===== config.mk =====
export PLATFORM = sky130hd
export DESIGN_NAME = nx_ram_fifo_ctrl_flat
export DESIGN_NICKNAME = d
export VERILOG_FILES = /design/src/rtl/nx_ram_fifo_ctrl_pkg.sv /design/src/rtl/nx_ram_fifo_ctrl_if.sv /design/src/rtl/nx_ram_fifo_ctrl_skid4.sv /design/src/rtl/nx_ram_fifo_ctrl.sv /design/src/flat_wrapper.sv
export SDC_FILE = /design/constraint.sdc
export NUM_CORES = 1
export LEC_CHECK = 0
export BUFFER_PORTS_ARGS = -buffer_cell sky130_fd_sc_hd__buf_4
export CAP_MARGIN = 40
export CORE_MARGIN = 2
export CORE_UTILIZATION = 40
export CTS_BUF_LIST = sky130_fd_sc_hd__clkbuf_16
export DETAILED_ROUTE_END_ITERATION = 7
export PLACE_DENSITY_LB_ADDON = 0.1
export SLEW_MARGIN = 20
export SYNTH_ARGS = -nofsm -noshare
export SYNTH_HDL_FRONTEND = slang
export SYNTH_HIERARCHICAL = 1
export SYNTH_SLANG_ARGS = --single-unit

===== constraint.sdc =====
create_clock -name clk -period 4.5 [get_ports clk]
set_input_delay 0.9 -clock clk [delete_from_list [all_inputs] [get_ports clk]]
set_output_delay 0.9 -clock clk [all_outputs]
set_load 0.01 [all_outputs]

===== src/rtl/nx_ram_fifo_ctrl_pkg.sv =====
`timescale 1ns/1ps
`default_nettype none
// ============================================================================
// Module   : nx_fifo_pkg
// Brief    : Shared types and constants for the RAM-backed FIFO controller.
// Revision : 1.0
// ============================================================================
package nx_fifo_pkg;

    typedef enum logic [0:0] {
        RUN   = 1'b0,
        FLUSH = 1'b1
    } fifo_state_e;

    localparam int unsigned SKID_DEPTH = 4;
    localparam int unsigned RAM_RD_LAT = 2;
    localparam int unsigned RAM_WR_VIS = 2;
    localparam int unsigned SKID_CW    = $clog2(SKID_DEPTH + 1);

endpackage
`default_nettype wire


===== src/rtl/nx_ram_fifo_ctrl_if.sv =====
`timescale 1ns/1ps
`default_nettype none
// ============================================================================
// Module   : nx_ram_fifo_ctrl_if
// Brief    : Queue-side push/pop handshake, flush and occupancy bundle.
// Revision : 1.0
// ============================================================================
interface nx_ram_fifo_ctrl_if #(
    parameter int WIDTH = 71,
    parameter int AW    = 11
);
    logic             push_vld;
    logic             push_rdy;
    logic [WIDTH-1:0] push_data;
    logic             pop_vld;
    logic             pop_rdy;
    logic [WIDTH-1:0] pop_data;
    logic             flush;
    logic [AW:0]      used;
    logic             empty;
    logic             full;

    modport master (
        output push_vld, push_data, pop_rdy, flush,
        input  push_rdy, pop_vld, pop_data, used, empty, full
    );

    modport slave (
        input  push_vld, push_data, pop_rdy, flush,
        output push_rdy, pop_vld, pop_data, used, empty, full
    );
endinterface
`default_nettype wire


===== src/rtl/nx_ram_fifo_ctrl_skid4.sv =====
`timescale 1ns/1ps
`default_nettype none
// ============================================================================
// Module   : nx_fifo_skid4
// Brief    : 4-entry registered circular buffer absorbing RAM read latency.
// Revision : 1.0
// ============================================================================
module nx_fifo_skid4
    import nx_fifo_pkg::*;
#(
    parameter int WIDTH = 71
) (
    input  wire                clk,
    input  wire                rst_n,
    input  wire                i_clr,
    input  wire                i_we,
    input  wire  [WIDTH-1:0]   i_din,
    input  wire                i_pop,
    output logic [WIDTH-1:0]   o_head,
    output logic [SKID_CW-1:0] o_cnt
);
    localparam int               c_pw      = $clog2(SKID_DEPTH);
    localparam logic [c_pw-1:0]  c_idx_one = c_pw'(1);
    localparam logic [SKID_CW-1:0] c_cnt_one = SKID_CW'(1);

    logic [WIDTH-1:0]   r_mem [SKID_DEPTH];
    logic [c_pw-1:0]    r_wr_idx;
    logic [c_pw-1:0]    r_rd_idx;
    logic [SKID_CW-1:0] r_cnt;

    always_ff @(posedge clk or negedge rst_n) begin
        if (!rst_n) begin
            for (int i = 0; i < SKID_DEPTH; i++) begin
                r_mem[i] <= '0;
            end
        end else if (i_we && !i_clr) begin
            r_mem[r_wr_idx] <= i_din;
        end
    end

    always_ff @(posedge clk or negedge rst_n) begin
        if (!rst_n) begin
            r_wr_idx <= '0;
            r_rd_idx <= '0;
            r_cnt    <= '0;
        end else if (i_clr) begin
            r_wr_idx <= '0;
            r_rd_idx <= '0;
            r_cnt    <= '0;
        end else begin
            if (i_we) begin
                r_wr_idx <= r_wr_idx + c_idx_one;
            end
            if (i_pop) begin
                r_rd_idx <= r_rd_idx + c_idx_one;
            end
            case ({i_we, i_pop})
                2'b10:   r_cnt <= r_cnt + c_cnt_one;
                2'b01:   r_cnt <= r_cnt - c_cnt_one;
                default: r_cnt <= r_cnt;
            endcase
        end
    end

    assign o_head = r_mem[r_rd_idx];
    assign o_cnt  = r_cnt;

endmodule
`default_nettype wire


===== src/rtl/nx_ram_fifo_ctrl.sv =====
`timescale 1ns/1ps
`default_nettype none
// ============================================================================
// Module   : nx_ram_fifo_ctrl
// Brief    : Valid/ready FIFO controller in front of a registered 1R1W RAM.
// Revision : 1.0
// ============================================================================
module nx_ram_fifo_ctrl
    import nx_fifo_pkg::*;
#(
    parameter int WIDTH = 71,
    parameter int DEPTH = 2048,
    parameter int AW    = 11
) (
    input  wire                clk,
    input  wire                rst_n,
    nx_ram_fifo_ctrl_if.slave  q_if,
    output logic               o_ram_web,
    output logic [AW-1:0]      o_ram_wa,
    output logic [WIDTH-1:0]   o_ram_din,
    output logic [WIDTH-1:0]   o_ram_bwe,
    output logic               o_ram_reb,
    output logic [AW-1:0]      o_ram_ra,
    input  wire  [WIDTH-1:0]   i_ram_dout
);
    localparam int                c_crw        = SKID_CW + 1;
    localparam logic [c_crw-1:0]  c_credit_lim = c_crw'(SKID_DEPTH);
    localparam logic [AW:0]       c_full_cnt   = (AW+1)'(DEPTH);
    localparam logic [AW:0]       c_one        = (AW+1)'(1);

    fifo_state_e           r_state;
    fifo_state_e           w_state_nxt;
    logic                  r_out_en;
    logic [AW:0]           r_wr_ptr;
    logic [AW:0]           r_rd_ptr;
    logic [AW:0]           r_wv_ptr;
    logic [AW:0]           r_used;
    logic [RAM_WR_VIS-1:0] r_wv_pipe;
    logic [RAM_RD_LAT-1:0] r_rd_pipe;

    logic                  w_run;
    logic                  w_push_rdy;
    logic                  w_push_fire;
    logic                  w_pop_vld;
    logic                  w_pop_fire;
    logic                  w_rd_issue;
    logic                  w_pipes_idle;
    logic                  w_flush_exit;
    logic                  w_skid_we;
    logic [SKID_CW-1:0]    w_skid_cnt;
    logic [c_crw-1:0]      w_credit;
    logic [WIDTH-1:0]      w_skid_head;

    assign w_run       = (r_state == RUN);
    // Registered occupancy only: a pop at full does not open a same-cycle push slot.
    assign w_push_rdy  = r_out_en & w_run & (r_used != c_full_cnt);
    assign w_push_fire = q_if.push_vld & w_push_rdy;
    assign w_pop_vld   = w_run & (w_skid_cnt != '0);
    assign w_pop_fire  = w_pop_vld & q_if.pop_rdy;

    // Skid entries plus reads still in the RAM pipe must fit in the skid.
    always_comb begin
        w_credit = {{(c_crw-SKID_CW){1'b0}}, w_skid_cnt};
        for (int i = 0; i < RAM_RD_LAT; i++) begin
            w_credit = w_credit + {{(c_crw-1){1'b0}}, r_rd_pipe[i]};
        end
    end

    assign w_rd_issue   = w_run & (r_rd_ptr != r_wv_ptr) & (w_credit < c_credit_lim);
    assign w_pipes_idle = (r_rd_pipe == '0) && (r_wv_pipe == '0);
    assign w_skid_we    = r_rd_pipe[RAM_RD_LAT-1] & w_run;

    always_comb begin
        w_state_nxt  = r_state;
        w_flush_exit = 1'b0;
        case (r_state)
            RUN: begin
                if (q_if.flush) begin
                    w_state_nxt = FLUSH;
                end
            end
            FLUSH: begin
                if (w_pipes_idle) begin
                    w_flush_exit = 1'b1;
                    w_state_nxt  = RUN;
                end
            end
            default: w_state_nxt = RUN;
        endcase
    end

    always_ff @(posedge clk or negedge rst_n) begin
        if (!rst_n) begin
            r_state   <= RUN;
            r_out_en  <= 1'b0;
            r_wr_ptr  <= '0;
            r_rd_ptr  <= '0;
            r_wv_ptr  <= '0;
            r_used    <= '0;
            r_wv_pipe <= '0;
            r_rd_pipe <= '0;
        end else begin
            r_state   <= w_state_nxt;
            r_out_en  <= 1'b1;
            r_wv_pipe <= {r_wv_pipe[RAM_WR_VIS-2:0], w_push_fire};
            r_rd_pipe <= {r_rd_pipe[RAM_RD_LAT-2:0], w_rd_issue};
            if (w_push_fire) begin
                r_wr_ptr <= r_wr_ptr + c_one;
            end
            // A word becomes readable RAM_WR_VIS cycles after its write.
            if (r_wv_pipe[RAM_WR_VIS-2]) begin
                r_wv_ptr <= r_wv_ptr + c_one;
            end
            if (w_flush_exit) begin
                r_rd_ptr <= r_wr_ptr;
                r_used   <= '0;
            end else begin
                if (w_rd_issue) begin
                    r_rd_ptr <= r_rd_ptr + c_one;
                end
                case ({w_push_fire, w_pop_fire})
                    2'b10:   r_used <= r_used + c_one;
                    2'b01:   r_used <= r_used - c_one;
                    default: r_used <= r_used;
                endcase
            end
        end
    end

    nx_fifo_skid4 #(
        .WIDTH (WIDTH)
    ) u_skid (
        .clk    (clk),
        .rst_n  (rst_n),
        .i_clr  (w_flush_exit),
        .i_we   (w_skid_we),
        .i_din  (i_ram_dout),
        .i_pop  (w_pop_fire),
        .o_head (w_skid_head),
        .o_cnt  (w_skid_cnt)
    );

    assign o_ram_web = ~w_push_fire;
    assign o_ram_wa  = w_push_fire ? r_wr_ptr[AW-1:0] : '0;
    assign o_ram_din = w_push_fire ? q_if.push_data : '0;
    assign o_ram_bwe = '1;
    assign o_ram_reb = ~w_rd_issue;
    assign o_ram_ra  = w_rd_issue ? r_rd_ptr[AW-1:0] : '0;

    assign q_if.push_rdy = w_push_rdy;
    assign q_if.pop_vld  = w_pop_vld;
    assign q_if.pop_data = w_skid_head;
    assign q_if.used     = r_used;
    assign q_if.empty    = (r_used == '0);
    assign q_if.full     = (r_used == c_full_cnt);

endmodule
`default_nettype wire


===== src/flat_wrapper.sv =====
// flat-port wrapper written by rule: the top's interface ports become plain ports
module nx_ram_fifo_ctrl_flat import nx_fifo_pkg::*;
#(
    parameter int WIDTH = 71,
    parameter int DEPTH = 2048,
    parameter int AW    = 11
)
  (clk, rst_n, o_ram_web, o_ram_wa, o_ram_din, o_ram_bwe, o_ram_reb, o_ram_ra, i_ram_dout, q_if_push_vld, q_if_push_data, q_if_pop_rdy, q_if_flush, q_if_push_rdy, q_if_pop_vld, q_if_pop_data, q_if_used, q_if_empty, q_if_full);
  nx_ram_fifo_ctrl_if #(.WIDTH(WIDTH), .AW(AW)) q_if_i ();
  input  wire clk;
  input  wire rst_n;
  output logic o_ram_web;
  output logic [AW-1:0] o_ram_wa;
  output logic [WIDTH-1:0] o_ram_din;
  output logic [WIDTH-1:0] o_ram_bwe;
  output logic o_ram_reb;
  output logic [AW-1:0] o_ram_ra;
  input  wire  [WIDTH-1:0] i_ram_dout;
  input wire logic [$bits(q_if_i.push_vld)-1:0] q_if_push_vld;
  input wire logic [$bits(q_if_i.push_data)-1:0] q_if_push_data;
  input wire logic [$bits(q_if_i.pop_rdy)-1:0] q_if_pop_rdy;
  input wire logic [$bits(q_if_i.flush)-1:0] q_if_flush;
  output wire logic [$bits(q_if_i.push_rdy)-1:0] q_if_push_rdy;
  output wire logic [$bits(q_if_i.pop_vld)-1:0] q_if_pop_vld;
  output wire logic [$bits(q_if_i.pop_data)-1:0] q_if_pop_data;
  output wire logic [$bits(q_if_i.used)-1:0] q_if_used;
  output wire logic [$bits(q_if_i.empty)-1:0] q_if_empty;
  output wire logic [$bits(q_if_i.full)-1:0] q_if_full;
  assign q_if_i.push_vld = q_if_push_vld;
  assign q_if_i.push_data = q_if_push_data;
  assign q_if_i.pop_rdy = q_if_pop_rdy;
  assign q_if_i.flush = q_if_flush;
  assign q_if_push_rdy = q_if_i.push_rdy;
  assign q_if_pop_vld = q_if_i.pop_vld;
  assign q_if_pop_data = q_if_i.pop_data;
  assign q_if_used = q_if_i.used;
  assign q_if_empty = q_if_i.empty;
  assign q_if_full = q_if_i.full;
  nx_ram_fifo_ctrl #(.WIDTH(WIDTH), .DEPTH(DEPTH), .AW(AW)) u_core (.clk(clk), .rst_n(rst_n), .q_if(q_if_i), .o_ram_web(o_ram_web), .o_ram_wa(o_ram_wa), .o_ram_din(o_ram_din), .o_ram_bwe(o_ram_bwe), .o_ram_reb(o_ram_reb), .o_ram_ra(o_ram_ra), .i_ram_dout(i_ram_dout));
endmodule

### Word level (Yosys, flattened, before mapping)

Index checks and enable logic that the tools add are counted.

* bits in registers: 345
* word-level logic and storage cells: 87

* multiplexer cells: 24
* bitwise logic cells: 13
* $lt $le $gt $ge: 4
* reductions and logical operators: 13
* add/subtract/negate cells: 11
* equality and inequality tests: 7

Operator list (count)
* $bwmux W284: 1
* $mux W71: 4
* $bmux W71 S2: 1
* $demux W71 S2: 1
* $add A12 B1 Y12 const B: 4
* $mux W12: 3
* $pmux W12 S2: 1
* $mux W11: 2
* $eq A12 B12 Y1 const B: 1
* $logic_not A12 Y1: 1
* $ne A12 B12 Y1: 1
* $ne A12 B12 Y1 const B: 1
* $sub A12 B1 Y12 const B: 1
* $reduce_bool A3 Y1: 3
* $and A1 B1 Y1: 8
* $mux W2: 4
* $ge A3 B3 Y1 const B: 2
* $not A2 Y3: 2
* $pmux W3 S2: 1
* $reduce_bool A2 Y1: 3
* $add A2 B1 Y2 const B: 2
* $add A3 B1 Y4: 1
* $add A4 B1 Y4: 1
* $eq A2 B1 Y1 const B: 2
* other kinds (12): 21

### Depth between registers and ports, before layout

Gate-level depths: netlist (run 1).

* depth in word-level cells: 7
* gate-level depth with buffers: 13

### Modules after synthesis

The synthesis (run 1) kept the hierarchy.

By module, submodules not included
* nx_fifo_skid4: area each 14107.3 um2, instances 1, cells an instance 725
* nx_ram_fifo_ctrl: area each 4224.1 um2, instances 1, cells an instance 482

### Least setup slack after synthesis (run 1)

No wires, ideal clock.

* path kind: register to register
* start: reg u_core.r_used[0], in the netlist u_core/q_if.used[0]
* end: reg u_core.r_used[11], in the netlist u_core/q_if.used[11]
* slack: 0.993 ns
* stages on the path, launching flop included: 14
* setup time: 0.123 ns
* clock period less this slack: 3.507 ns
* arrival: 3.384 ns
* cells stage by stage: dfrtp_1 -> nor4_1 -> nand4_1 -> and3_1 -> buf_6 -> buf_6 -> nor2_1 -> ha_1 -> o211ai_1 -> o21ai_0 -> nor2_1 -> o31ai_1 -> mux2i_1 -> a2bb2oi_1

* cells in the longest elaborated chain, start to end: 6
* elaborated cells between the ends (all ways): 10

Ends and longest elaborated chain
* start, declared: line nx_ram_fifo_ctrl.sv:37 `logic [AW:0] r_used;`
* start signal, assigned: line nx_ram_fifo_ctrl.sv:122 `2'b10: r_used <= r_used + c_one;`
* start signal, assigned: line nx_ram_fifo_ctrl.sv:123 `2'b01: r_used <= r_used - c_one;`
* start signal, assigned: line nx_ram_fifo_ctrl.sv:124 `default: r_used <= r_used;`
* parallel branches: the longest is 6 deep, another holds $sub A12 B1 Y12

Several ways; the timed one is not identified.
A chain may end at the register's enable or synchronous reset.

### Worst setup path after layout (run 1)

Ends and elaborated chain as after synthesis.

==> results of run 1 <==
power by group:
part | internal (mW) | switching (mW) | total, mW
Combinational | 3.79 | 2.24 | 6.03
Clock | 1.76 | 1.29 | 3.05
Sequential | 4.44 | 0.947 | 5.38
Total | 9.98 | 4.47 | 14.5
state kept, by name (all words and copies together) (netlist names):
register and count:
u_core/r_state 1, u_core/u_skid/o_cnt 3, u_core/r_out_en 1, u_core/r_wv_pipe 2, u_core/r_rd_pipe 2, u_core/u_skid/r_wr_idx 2
u_core/r_wv_ptr 12, u_core/u_skid/r_mem 284, u_core/q_if.used 12, u_core/r_wr_ptr 12, u_core/r_rd_ptr 12, u_core/u_skid/r_rd_idx 2
path summary, 6_finish.rpt:
| check | start | to | slack (ns) | cells after the start |
|---|---|---|---|---|
| setup / recovery | u_core/q_if.used[0] | u_core/q_if.used[11] | 0.80 | 11 |
| hold / removal | u_core/r_rd_pipe[0] | u_core/r_rd_pipe[1] | 0.40 | 0 |
| setup reg to reg | u_core/q_if.used[0] | u_core/q_if.used[11] | 0.80 | 11 |
| hold reg to reg | u_core/r_rd_pipe[0] | u_core/r_rd_pipe[1] | 0.40 | 0 |
| max in group asynchronous | rst_n | u_core/u_skid/r_mem[252] | 2.92 | 2 |
| min in group asynchronous | rst_n | u_core/u_skid/r_mem[214] | 0.41 | 1 |
Yosys cell counts (all sizes together), types with 6 or more instances:
master  instances
nand4          12
and3            7
xor2           24
nor4            6
inv            13
and2           94
mux4           71
ha             18
clkbuf         15
a21oi          10
nor2           23
o21ai          24
xnor2          29
nand3          13
nand2          38
buf           121
dfrtp         345
mux2          289
mux2i           7
layer usage:
layer  global-route usage, %  vias to the layer above
li1                        -                     4810
met1                    24.2                     5293
met2                    28.1                      270
met3                    3.97                       51
met4                    5.08                        0
met5                       0                        -
worst reg2reg max path, stage by stage (launching register included):
cell                        delay, ns
sky130_fd_sc_hd__dfrtp_1         0.46
sky130_fd_sc_hd__nor4_1          0.50
sky130_fd_sc_hd__nand4_1         0.21
sky130_fd_sc_hd__and3_2          0.25
sky130_fd_sc_hd__nor2_1          0.45
sky130_fd_sc_hd__ha_1            0.35
sky130_fd_sc_hd__o211ai_1        0.11
sky130_fd_sc_hd__o21ai_0         0.37
sky130_fd_sc_hd__nor2_1          0.15
sky130_fd_sc_hd__o31ai_1         0.43
sky130_fd_sc_hd__mux2i_1         0.24
sky130_fd_sc_hd__a2bb2oi_1       0.08
cell type report:
type / count / area [sq um]
fill: 4020 / 23300
inverter: 14 / 57.6
clock buffer: 41 / 1030
clock inverter: 27 / 181
tap: 600 / 751
multi-input combinational: 783 / 8600
sequential: 345 / 8640
timing repair buffer: 348 / 2740
kinds of logic (layout without fill, tap and decap cells):
| family | Yosys count | after routing | synth area share, % |
|---|---|---|---|
| fa+ha+maj | 20 | 20 | 1.45 |
| simple gates | 211 | 211 | 6.72 |
| xor+xnor | 53 | 53 | 2.57 |
| buf+inv | 150 | 430 | 7.47 |
| mux | 367 | 367 | 32.6 |
| flops | 345 | 345 | 47.1 |
| compound gates | 60 | 60 | 2.08 |
| other cells | 1 | 72 | 0.0205 |
==> run metrics, run 1 <==
status=finished, final reports clean; total wire length after detailed routing=41.4 mm; data arrival time of the worst path=4.13 ns; class of the tightest hold or removal check=flip-flop to flip-flop; Worst setup SP type=flip-flop; DP HPWL=26.5 mm; die area=47600 sq um; via count of the first global-routing pass=11.4k; largest net degree at the start of global routing=105; initial cell density of the core=40.5%; top library cells by usage in the layout, fill and taps aside=343 x sky130_fd_sc_hd__dfrtp_1, 339 x sky130_fd_sc_hd__buf_4, 280 x sky130_fd_sc_hd__mux2_4; WP buf/inv=0; Worst Setup Slack post-DPL=0.725 ns; reported max-cap violation count=0; CP Capture Type=flip-flop; total number of H-tree levels=2; CTS Buf Count=41; vias per std cell=4.83; slew of the pin with the lowest slew margin=0.843 ns; clock transition at the registers of the reported paths=0.06 ns; cts repair resizes=0; Hold Slack=0.400 ns; first-pass GRT wire length=65.9 mm; Post-CTS Repair Setup Buffers=0; routed wirelength normalized by instance count=19.2 um; cell total after placement=2090; number of buffers on the longest clock path=3; 1st-iter DRT viols=480; Post-synth top flop=sky130_fd_sc_hd__dfrtp_1; final setup fails=0; met2 wirelength from detailed routing=19.6 mm; num ports=400; root cell of the clock tree=sky130_fd_sc_hd__clkbuf_16; RSZ-0062 raised after global routing=no; sequence of cells on the critical path=nor4_1, nand4_1, and3_2, nor2_1, ha_1, o211ai_1, o21ai_0, nor2_1, o31ai_1, mux2i_1, a2bb2oi_1; number of antenna violations at the first check in global routing=0; Synth cell types=50; net count of the finished layout=1700; WL met3=2.28 mm; mean instance size in the synthesized netlist=15.2 sq um; maximum resistive drop on vdd=0.302 mV; final weighted congestion of routability-driven global placement=0.776; TritonRoute pass-1 iters=4; total power density per cell area=657 nW/um^2; total congestion overflow=0; critical path data required time=4.93 ns; Tot GR Track Use=17.7%; slowest stage delay, CP=0.50 ns; height of the die=218 um; Port Buffer Count=328; final worst-path setup slack=0.798 ns; final std cells w/o fill=2158; proportion of layout cells with a drive suffix above 1=49.6%; number of endpoints with negative hold slack in the final report=0; period utilisation layout=82.3%; proportion of synthesized chip area in sequential cells=47.1%; end-of-flow core utilization=48.6%; core area=45300 sq um; most common cell after layout, fill and taps aside=sky130_fd_sc_hd__dfrtp_1; number of sinks driven by the clock tree=345; total number of vias=10.4k; async set-or-reset flop fraction in the synthesized netlist=100%; number of flops mapped to enable cells by yosys=0; type of the worst setup path=flip-flop to flip-flop; post-route minimum period=3.70 ns; number of synthesis warnings=6; synthesized area=18300 sq um; post-route design area=22000 sq um; Skew-Pair Late Insertion Delay=0.55 ns; Design Power=14.5 mW; critical path's top delay family=simple AND/OR/NAND/NOR gates; antenna cell count=0; uppermost signal routing layer after detailed routing=met4; biggest area contributors in the synthesized netlist=sky130_fd_sc_hd__dfrtp_1 47%, sky130_fd_sc_hd__mux2_4 23%, sky130_fd_sc_hd__mux4_2 8.7%, sky130_fd_sc_hd__and2_1 3.2%, sky130_fd_sc_hd__buf_12 3.2%; TritonCTS clock tree=done; post-synthesis cell count=1207; floorplan die width=218 um; count of nets left with antenna violations after detail routing=0; Top cell by count, worst path=sky130_fd_sc_hd__nor2_1; highest clock rate=270 MHz; placed instance area=20800 sq um; flip-flop and latch count after synthesis=345; number of max-slew violations in the final report=0; Routed met1 length=18.8 mm; leakage power total=10.9 nW; worst clock skew on the final layout=0.0162 ns; hold buffer count at cts=0; Final TNS setup=0 ns; area share of the largest cell type after synthesis=47.1%; cell row count=78; Area growth, synth to finish=20.0%; crit-path max FO=7; cell type of the slowest stage on the worst timing path=sky130_fd_sc_hd__nor4_1; Yosys top cell by area=sky130_fd_sc_hd__dfrtp_1; number of remaining DRC errors=0; worst-case headroom to the max-slew limit=43.8%
(Power assumes the default switching activity.)
==> run 2, diff against run 1 <==
- clock period: 4.5 -> 3.7 ns (I/O delays scaled with it)
==> run metrics, run 2 (synthesized netlist as in run 1, its figures left out) <==
status=finished, final reports clean; proportion of layout cells with a drive suffix above 1=50.3%; first-pass GRT wire length=66.6 mm; Final TNS setup=0 ns; period utilisation layout=92.4%; number of remaining DRC errors=0; critical path's top delay family=compound AO/OA/AOI/OAI gates; total number of vias=10.7k; Area growth, synth to finish=21.2%; cts repair resizes=0; type of the worst setup path=flip-flop to primary output; post-route minimum period=3.42 ns; switching power total=5.52 mW; largest register by flop count=u_core/u_skid/r_mem; Most Used Layer, Global Route=met2; met3 usage=3.99%; cell row count=78; number of buffers on the longest clock path=3; leakage power total=11.1 nW; largest net degree at the start of global routing=102; DP HPWL=26.8 mm; sequence of cells on the critical path=ha_1, a21o_1, a211o_1, a31oi_2, buf_4, inv_1, nor2_1, buf_4; cell type of the slowest stage on the worst timing path=sky130_fd_sc_hd__dfrtp_1; worst clock skew on the final layout=0.0255 ns; placed instance area=20900 sq um; core area=45300 sq um; GR Layer Usage met1=24.2%; combinational group share of total power=41.7%; total number of H-tree levels=2; Post-CTS Repair Setup Buffers=0; Tot GR Track Use=17.8%; cell total after placement=2103; number of max-slew violations in the final report=0; final setup fails=0; floorplan die width=218 um; maximum resistive drop on vdd=0.451 mV; crit-path max FO=27; number of antenna violations at the first check in global routing=1; total wire length after detailed routing=41.7 mm; final std cells w/o fill=2179; Design Power=17.9 mW; Power Internal=12.4 mW; highest clock rate=293 MHz; final weighted congestion of routability-driven global placement=0.789; Hold Slack=0.258 ns; GR Util met2=28.5%; CTS Buf Count=41; critical path data required time=2.96 ns; final worst-path setup slack=0.281 ns; root cell of the clock tree=sky130_fd_sc_hd__clkbuf_16; net count of the finished layout=1713; Worst setup SP type=flip-flop; clock transition at the registers of the reported paths=0.06 ns; initial cell density of the core=40.5%; RSZ-0062 raised after global routing=no; hold buffer count at cts=0; Worst Setup Slack post-DPL=0.307 ns; slew of the pin with the lowest slew margin=0.813 ns; die area=47600 sq um; end-of-flow core utilization=49.1%; total congestion overflow=0; share of total power consumed by net switching=30.9%; path depth of the worst reg2reg path=12; data arrival time of the worst path=2.68 ns; slowest stage delay, CP=0.45 ns; Top cell by count, worst path=sky130_fd_sc_hd__buf_4; most common cell after layout, fill and taps aside=sky130_fd_sc_hd__buf_4; num ports=400; CP Capture Type=primary output; number of flip-flops in the largest register=284; height of the die=218 um; worst-case headroom to the max-slew limit=45.8%; routed wirelength normalized by instance count=19.1 um; TritonCTS clock tree=done; top library cells by usage in the layout, fill and taps aside=349 x sky130_fd_sc_hd__buf_4, 343 x sky130_fd_sc_hd__dfrtp_1, 280 x sky130_fd_sc_hd__mux2_4; WP buf/inv=3; clock share of power=22.1%; Worst path depth=8; 1st-iter DRT viols=510; via count of the first global-routing pass=11.7k; Port Buffer Count=328; share of power burned in registers=36.2%; reported max-cap violation count=0; class of the tightest hold or removal check=primary input to async pin; post-route design area=22200 sq um; antenna cell count=0; count of nets left with antenna violations after detail routing=0; vias per std cell=4.89; number of endpoints with negative hold slack in the final report=0; total power density per cell area=804 nW/um^2; number of sinks driven by the clock tree=345; TritonRoute pass-1 iters=4; Skew-Pair Late Insertion Delay=0.56 ns
==> run 2: cell count changes in the layout (fill, tap and decap cells not counted), sizes merged <==
cell,change
buf,+13
bufinv,+1
clkbuf,+2
clkinv,+6
inv,-1
==> run 2: worst reg2reg max path, stage by stage (launching register included) <==
cell,delay [ns]
sky130_fd_sc_hd__dfrtp_1,0.47
sky130_fd_sc_hd__nor4_2,0.39
sky130_fd_sc_hd__nand4_1,0.21
sky130_fd_sc_hd__and3_2,0.26
sky130_fd_sc_hd__nor2_1,0.10
sky130_fd_sc_hd__buf_4,0.20
sky130_fd_sc_hd__ha_1,0.25
sky130_fd_sc_hd__o211ai_1,0.12
sky130_fd_sc_hd__o21ai_0,0.26
sky130_fd_sc_hd__nor2_1,0.13
sky130_fd_sc_hd__o31ai_1,0.42
sky130_fd_sc_hd__mux2i_1,0.24
sky130_fd_sc_hd__a2bb2oi_1,0.08
==> run 2: path summary, 6_finish.rpt <==
check                                        from  slack [ns]                  endpoint
hold / removal                              rst_n        0.26  u_core/u_skid/r_mem[215]
setup reg to reg              u_core/q_if.used[0]        0.46      u_core/q_if.used[11]
max in group asynchronous                   rst_n        2.66  u_core/u_skid/r_mem[225]
min in group clk              u_core/r_rd_pipe[0]        0.40       u_core/r_rd_pipe[1]
hold reg to reg               u_core/r_rd_pipe[0]        0.40       u_core/r_rd_pipe[1]
setup / recovery           u_core/u_skid/o_cnt[0]        0.28               o_ram_ra[9]
==> run 2: metal layers <==
metal	wire, um	vias up
met5	15	-
met4	906	2
met3	2420	65
met2	19900	278
met1	18500	5471
li1	-	4835
==> run 2: final cells by class <==
type,instances,area (sq um)
Inverter,14,57.6
Sequential cell,345,8640
Multi-Input combinational cell,783,8600
Tap cell,600,751
Timing Repair Buffer,361,2860
Clock inverter,33,236
Clock buffer,43,1080
Fill cell,4015,23100
==> run 2: power groups by stage <==
stage	registers [mW]	logic, mW	clock network (mW)
after floorplan	6.13	5.49	0
after global placement	6.46	7.47	0
after detailed placement	6.48	7.55	0
after CTS	6.47	7.58	4.08
after global routing	6.70	8.05	4.23
final	6.47	7.46	3.94
==> run 3, diff against run 2 <==
- BUFFER_PORTS_ARGS: -buffer_cell sky130_fd_sc_hd__buf_4 -> not set
- DONT_BUFFER_PORTS: not set -> 1
==> run metrics, run 3 (synthesized netlist as in run 1, its figures left out) <==
status=finished, violations left; violated checks=negative hold slack; Tot GR Track Use=16.5%; cell type of the slowest stage on the worst timing path=sky130_fd_sc_hd__dfrtp_1; area of the multi-input gates=8600 sq um; total power density per cell area=836 nW/um^2; clock transition at the registers of the reported paths=0.06 ns; most common cell after layout, fill and taps aside=sky130_fd_sc_hd__dfrtp_1; slew of the pin with the lowest slew margin=0.776 ns; cell row count=78; R2R Setup Slk=0.42 ns; highest clock rate=301 MHz; Final TNS setup=0 ns; Port Buffer Count=0; class of the tightest hold or removal check=primary input to async pin; Worst setup SP type=flip-flop; total congestion overflow=0; switching power total=5.16 mW; CTS Buf Count=41; number of antenna violations at the first check in global routing=4; height of the die=218 um; floorplan die width=218 um; number of sinks driven by the clock tree=345; largest register by flop count=u_core/u_skid/r_mem; Hold Slack=-0.112 ns; Area growth, synth to finish=6.54%; count of nets left with antenna violations after detail routing=0; worst clock skew on the final layout=0.0166 ns; worst-case headroom to the max-slew limit=48.3%; die area=47600 sq um; Worst Setup Slack post-DPL=0.101 ns; total number of H-tree levels=2; sequential cell area in the final layout=8640 sq um; number of buffers on the longest clock path=3; share of power burned in registers=39.7%; post-route minimum period=3.32 ns; post-route design area=19500 sq um; leakage power total=9.33 nW; GR Layer Usage met1=22.3%; crit-path max FO=16; total wire length after detailed routing=39.3 mm; number of max-slew violations in the final report=0; root cell of the clock tree=sky130_fd_sc_hd__clkbuf_16; vias per std cell=5.07; type of the worst setup path=flip-flop to primary output; via count of the first global-routing pass=10.1k; reg-to-reg critical path startpoint=u_core/q_if.used[1]; proportion of layout cells with a drive suffix above 1=36.4%; clock share of power=22.8%; number of flip-flops in the largest register=284; core area=45300 sq um; GR Util met2=25.6%; placed instance area=18300 sq um; final worst-path setup slack=0.380 ns; CP Capture Type=primary output; Skew-Pair Late Insertion Delay=0.55 ns; Most Used Layer, Global Route=met2; DP HPWL=23.6 mm; share of total power consumed by net switching=31.6%; Power Internal=11.2 mW; TritonRoute pass-1 iters=4; number of endpoints with negative hold slack in the final report=240; first-pass GRT wire length=61.2 mm; period utilisation layout=89.7%; TritonCTS clock tree=done; maximum resistive drop on vdd=0.374 mV; path depth of the worst reg2reg path=12; slowest stage delay, CP=0.44 ns; total number of vias=9347; largest net degree at the start of global routing=346; top library cells by usage in the layout, fill and taps aside=343 x sky130_fd_sc_hd__dfrtp_1, 280 x sky130_fd_sc_hd__mux2_4, 94 x sky130_fd_sc_hd__and2_1; net count of the finished layout=1375; final setup fails=0; number of remaining DRC errors=0; num ports=400; count of fill cells added during filler insertion=4128; sequence of cells on the critical path=ha_1, a21o_1, a211o_1, a31oi_2, buf_4, buf_4, and2_1; critical path data required time=2.96 ns; initial cell density of the core=40.5%; reported max-cap violation count=0; data arrival time of the worst path=2.58 ns; met3 usage=5.06%; Top cell by count, worst path=sky130_fd_sc_hd__buf_4; combinational group share of total power=37.4%; final weighted congestion of routability-driven global placement=0.784; capture instance of the worst register-to-register path=u_core/q_if.used[11]; routed wirelength normalized by instance count=21.3 um; Post-CTS Repair Setup Buffers=0; 1st-iter DRT viols=458; RSZ-0062 raised after global routing=no
## run 3: metrics by stage
stage                     cells  util (%)  power, mW
after floorplan            1278         -       11.6
after global placement     1764      40.4       12.6
after detailed placement   1765      40.4       12.7
after CTS                  1838      43.1       16.6
after global routing       1841      43.1       17.3
final                      1842      43.1       16.3
## run 3: worst max-delay path by stage
stage                      startpoint                   end  slack (ns)  depth (start not counted)
3_5_place_dp      u_core/q_if.used[1]  u_core/q_if.used[11]        0.10                         12
4_1_cts           u_core/q_if.used[1]  u_core/q_if.used[11]        0.09                         12
2_1_floorplan     u_core/q_if.used[0]  u_core/q_if.used[11]        0.19                         13
5_1_grt           u_core/q_if.used[1]  u_core/q_if.used[11]        0.04                         12
6_report       u_core/u_skid/o_cnt[0]           o_ram_ra[3]        0.38                          7
3_3_place_gp      u_core/q_if.used[1]  u_core/q_if.used[11]        0.15                         12
## run 3: repair_timing
item	in CTS	in global routing
resized for setup	0	2
setup endpoints to repair	0	1
hold endpoints to repair	345	345
## run 3: layout make-up
type                    count  area share [%]
well taps                 600            3.84
clock buffers              41            5.25
diodes                      4          0.0513
repair buffers             23            1.27
inverters                  14           0.295
clock inverters            32           0.993
multi-input cells         783            44.1
flip-flops and latches    345            44.2
## run 3: layer usage
layer	part of all wire, %	routed length [um]
met5	0	0
met1	45	17700
met3	6.6	2600
met2	46	18000
met4	2.4	958
## run 3: power by group through the flow
stage               clock network, mW  registers, mW  logic, mW
floorplan                           0           6.13       5.49
global placement                    0           6.49       6.12
detailed placement                  0           6.50       6.20
CTS                              3.88           6.48       6.22
global route                     4.04           6.71       6.55
finish                           3.73           6.49       6.11
## run 3: critical path, delay by kind of cell, from the launching register on
family	cells	cell delay, ns
flip-flops	1	0.44
buffers and inverters	2	0.42
adder cells (fa/ha/maj)	1	0.29
AND/OR/NAND/NOR	1	0.24
AO/OA/AOI/OAI	3	0.64
